## src/rtl/spi_deserializer.sv

```systemverilog
// spi_deserializer: SPI receive path, MSB-first word assembly.
// Pushes each completed word to the RX FIFO; flags aborts/overruns.
`ifndef DATA_WIDTH
`define DATA_WIDTH 8
`endif
`ifndef BIT_COUNTER_WIDTH
`define BIT_COUNTER_WIDTH $clog2(DATA_WIDTH)
`endif

module spi_deserializer #(
    parameter int DATA_WIDTH        = `DATA_WIDTH,
    parameter int BIT_COUNTER_WIDTH = `BIT_COUNTER_WIDTH
) (
    input  logic                  clk,
    input  logic                  rst,
    input  logic                  sclk,
    input  logic                  mosi,
    input  logic                  ss_n,
    input  logic                  full,
    output logic                  write_en,
    output logic [DATA_WIDTH-1:0] write_data,
    output logic                  done,
    output logic                  overrun,
    output logic                  frame_error,
    output logic                  busy
);

    typedef enum logic [1:0] {
        IDLE     = 2'd0,
        SHIFT    = 2'd1,
        STORE    = 2'd2,
        COMPLETE = 2'd3
    } state_t;

    localparam logic [BIT_COUNTER_WIDTH-1:0] LAST_BIT =
        BIT_COUNTER_WIDTH'(DATA_WIDTH - 1);

    logic sclk_s1_q, sclk_s2_q, sclk_prev_q;
    logic mosi_s1_q, mosi_s2_q;
    logic ss_s1_q, ss_s2_q;
    logic sclk_rise;

    state_t                 state_q, state_d;
    logic [BIT_COUNTER_WIDTH-1:0] cnt_q, cnt_d;
    logic [DATA_WIDTH-1:0]  shift_q, shift_d;
    logic [DATA_WIDTH-1:0]  wdata_q, wdata_d;
    logic                   we_q, we_d;
    logic                   done_q, done_d;
    logic                   ovr_q, ovr_d;
    logic                   ferr_q, ferr_d;
    logic                   busy_q;

    // Two-flop synchronizers plus an edge-detect flop on sclk.
    always_ff @(posedge clk or negedge rst) begin
        if (!rst) begin
            sclk_s1_q   <= 1'b0;
            sclk_s2_q   <= 1'b0;
            sclk_prev_q <= 1'b0;
            mosi_s1_q   <= 1'b0;
            mosi_s2_q   <= 1'b0;
            ss_s1_q     <= 1'b1;
            ss_s2_q     <= 1'b1;
        end else begin
            sclk_s1_q   <= sclk;
            sclk_s2_q   <= sclk_s1_q;
            sclk_prev_q <= sclk_s2_q;
            mosi_s1_q   <= mosi;
            mosi_s2_q   <= mosi_s1_q;
            ss_s1_q     <= ss_n;
            ss_s2_q     <= ss_s1_q;
        end
    end

    assign sclk_rise = sclk_s2_q & ~sclk_prev_q;

    // Next-state and registered-output logic for the receive FSM.
    always_comb begin
        state_d = state_q;
        cnt_d   = cnt_q;
        shift_d = shift_q;
        wdata_d = wdata_q;
        we_d    = 1'b0;
        done_d  = 1'b0;
        ovr_d   = 1'b0;
        ferr_d  = 1'b0;
        unique case (state_q)
            IDLE: begin
                if (!ss_s2_q) begin
                    state_d = SHIFT;
                    shift_d = '0;
                    cnt_d   = LAST_BIT;
                end
            end
            SHIFT: begin
                if (sclk_rise) begin
                    shift_d = {shift_q[DATA_WIDTH-2:0], mosi_s2_q};
                    if (cnt_q == '0) begin
                        state_d = STORE;
                    end else begin
                        cnt_d = cnt_q - 1'b1;
                    end
                end else if (ss_s2_q) begin
                    state_d = IDLE;
                    ferr_d  = 1'b1;
                end
            end
            STORE: begin
                wdata_d = shift_q;
                we_d    = ~full;
                ovr_d   = full;
                done_d  = 1'b1;
                state_d = COMPLETE;
            end
            COMPLETE: begin
                if (!ss_s2_q) begin
                    state_d = SHIFT;
                    cnt_d   = LAST_BIT;
                end else begin
                    state_d = IDLE;
                end
            end
            default: state_d = IDLE;
        endcase
    end

    // State, datapath and output registers.
    always_ff @(posedge clk or negedge rst) begin
        if (!rst) begin
            state_q <= IDLE;
            cnt_q   <= '0;
            shift_q <= '0;
            wdata_q <= '0;
            we_q    <= 1'b0;
            done_q  <= 1'b0;
            ovr_q   <= 1'b0;
            ferr_q  <= 1'b0;
            busy_q  <= 1'b0;
        end else begin
            state_q <= state_d;
            cnt_q   <= cnt_d;
            shift_q <= shift_d;
            wdata_q <= wdata_d;
            we_q    <= we_d;
            done_q  <= done_d;
            ovr_q   <= ovr_d;
            ferr_q  <= ferr_d;
            busy_q  <= (state_d != IDLE);
        end
    end

    assign write_en    = we_q;
    assign write_data  = wdata_q;
    assign done        = done_q;
    assign overrun     = ovr_q;
    assign frame_error = ferr_q;
    assign busy        = busy_q;

endmodule

```

## config.mk

```make
export PLATFORM = sky130hd
export DESIGN_NAME = spi_deserializer
export DESIGN_NICKNAME = d
export VERILOG_FILES = /design/src/rtl/spi_deserializer.sv
export SDC_FILE = /design/constraint.sdc
export NUM_CORES = 1
export LEC_CHECK = 0
export CAP_MARGIN = 5
export CORE_MARGIN = 2
export CORE_UTILIZATION = 50
export CTS_BUF_LIST = sky130_fd_sc_hd__clkbuf_16
export CTS_CLUSTER_SIZE = 12
export DETAILED_ROUTE_END_ITERATION = 10
export PLACE_DENSITY = 0.74
export RECOVER_POWER = 100
export SLEW_MARGIN = 20
export SYNTH_ARGS = -nofsm -noshare
export SYNTH_HDL_FRONTEND = slang
export SYNTH_SLANG_ARGS = --single-unit
```

## constraint.sdc

```tcl
create_clock -name clk -period 2.1 [get_ports clk]
set_clock_uncertainty 0.15 [all_clocks]
set_input_delay 0.42 -clock clk [delete_from_list [all_inputs] [get_ports clk]]
set_output_delay 0.42 -clock clk [all_outputs]
set_load 0.02 [all_outputs]
```

==> metrics <==
worst slack at placement between 0.2 and 0.3 ns; fmax between 500 and 600 MHz; worst reg2reg setup slack 0.18 ns; IO Port Bufs 18; Final setup viols 0; met3 WL approximately 120 um; CTS Root Cell clkbuf_16; WL met2 between 1000 and 1500 um; Vert. Die Dim between 50 and 60 um; clk sinks 33; Design Power around 1.9 mW; Synth warnings 0; first-iteration detailed-routing DRC count 14; layout cells sized above 1 15.71%; RSZ-0062 raised after global routing false; most common cell after layout, fill and taps aside dfrtp_1; CTS Hold Bufs 0; CTS resizes 0; largest net degree at the start of global routing 34; initial antenna violation count 0; Final period util approximately nine tenths; hold crit path type reg2reg; most frequent cells in the layout 31 x dfrtp_1, 21 x nand2_1, 17 x dlygate4sd3_1; TNS Setup 0 ns; # fillers just under 200; cell row count 18; clk buf depth 2; DRC violations left 0; Worst EP arrival 1.92 ns; CTS buffer count 5; # diodes 0; Wirelength per Cell around 14 um; latest clock arrival within the worst-skew pair about 0.27 ns; M1 wire length approximately 1000 um; Area Growth Syn to Fin 24.95%; Core ar. between 2000 and 3000 um2; Synth Register Bits 33; average size of a mapped cell 11.90 um2; total iterations of the first detailed-routing run 4; IO Pins 19; Layout Nets 151; vias in the first global route a little under 1000; sequential share of the synthesized area 60.51%; final hold violations 0; initial core utilization between 50% and 60%; Die ar. about 3200 um2; Syn Nets 127; Clock transition at path regs 0.05 ns; Max Slew Vio Count 0; ANT nets after route 0; DIE WIDTH about 56 um; Synth cell types 30; crit path capture type flip-flop; post-synthesis cell area between 1000 and 1500 um2; Detailed Route WL about 2400 um; CP Class reg2reg; Via Count approximately 900; Critical Path RT roughly 2.1 ns; final worst path period need between 1.5 and 2 ns; GPL Wtd Cong ~0.83; Final WS setup approximately 0.18 ns; worst ir drop on vdd a little under 0.9 mV; Least-Margin Pin Slew just under 0.8 ns; post-layout util between 60% and 70%; max_cap viols 0; P_leak between 0.8 and 0.9 nW; Critical Path Source Type flip-flop; post-DP HPWL 1620 um; CP Max Fanout 11; Tot GR Track Use between 10% and 20%; CTS tree done; slew margin rel. around 48%; Post-CTS Setup Repair Bufs 0; pwr/cell area 1091 nW/um2; Avg Vias per Cell approximately 5.3; first-pass GRT wire length ~4500 um; CTS H-Tree Depth 2; grt total ovfl 0; status complete, no violations; post-synthesis cell count between 100 and 150; top routing layer in use met4
## power by group
group	internal (mW)	total, mW	switching, mW
combinational	0.168	0.421	0.253
clock	0.429	0.670	0.241
sequential	0.714	0.775	0.0607
total	1.31	1.87	0.555
## sequential cells by signal, indices dropped and copies added, names as in the netlist
name and cells:
write_data 8, mosi_s1_q 1, shift_q 8, overrun 1, sclk_s2_q 1, ss_s2_q 1, frame_error 1, ss_s1_q 1
state_q 2, cnt_q 3, done 1, sclk_prev_q 1, write_en 1, busy 1, mosi_s2_q 1, sclk_s1_q 1
## cell type report
| class | instances | area (um2) | share of cell area [%] |
|---|---|---|---|
| inverter | 5 | 18.77 | 1.097 |
| timing repair buffer | 21 | 196.4 | 11.48 |
| multi-input combinational | 73 | 489.2 | 28.60 |
| tap | 30 | 37.54 | 2.195 |
| sequential | 33 | 828.3 | 48.43 |
| clock buffer | 5 | 125.1 | 7.315 |
| clock inverter | 3 | 15.01 | 0.8778 |
## critical path, stage by stage (launching register included)
cell,delay (ns)
dfrtp_1,0.43
inv_1,0.10
ha_1,0.26
clkbuf_1,0.46
mux2_2,0.40
## per-stage QoR
step,hold slack (ns),instances,cell area [um2]
2_1_floorplan,-0.02559,115,1369
3_3_place_gp,0.1859,162,1584
3_5_place_dp,0.1864,162,1584
4_1_cts,0.2028,170,1724
5_1_grt,0.2110,170,1710
6_report,0.1970,170,1710
## kinds of logic (layout without fill, tap and decap cells)
| logic type | count (synthesis) | after routing | share of synthesized area, % |
|---|---|---|---|
| compound gates | 22 | 22 | 10.88 |
| flops | 33 | 33 | 60.51 |
| buf+inv | 9 | 34 | 3.199 |
| simple gates | 35 | 35 | 11.88 |
| fa+ha+maj | 6 | 6 | 5.484 |
| mux | 10 | 10 | 8.044 |
## final timing paths
kind,start,to,cells after the start
setup / recovery,state_q[0],write_data[2],4
hold / removal,sclk_s1_q,sclk_s2_q,0
setup reg to reg,state_q[0],write_data[2],4
hold reg to reg,sclk_s1_q,sclk_s2_q,0
max in group asynchronous,rst,cnt_q[1],2
min in group asynchronous,rst,cnt_q[2],2
## metal layers
metal,vias to the layer above,track usage (%)
li1,438,-
met1,433,22.44
met2,29,30.92
met3,2,5.991
met4,0,6.122
met5,-,0
## synth_stat cells (all sizes together)
master	count	area, um2
and3	1	7.510
nor2b	2	12.51
dfrtp	31	775.7
mux2i	2	20.02
a21oi	4	20.02
ha	6	75.07
a2bb2oi	2	17.52
or3	1	6.260
nor2	4	15.01
nand3	1	5.000
o21bai	2	15.01
a211oi	1	7.510
o21ai	9	52.55
a22o	1	10.01
or2	1	6.260
nand2b	1	13.76
clkbuf	1	3.750
inv	5	18.77
nand2	21	78.83
mux2	8	90.09
buf	3	21.27
and2	2	12.51
a41o	1	10.01
dfstp	2	52.55
nor3	1	5.000
a211o	1	10.01
o22ai	1	6.260
Power figures use the tool's default switching activity.
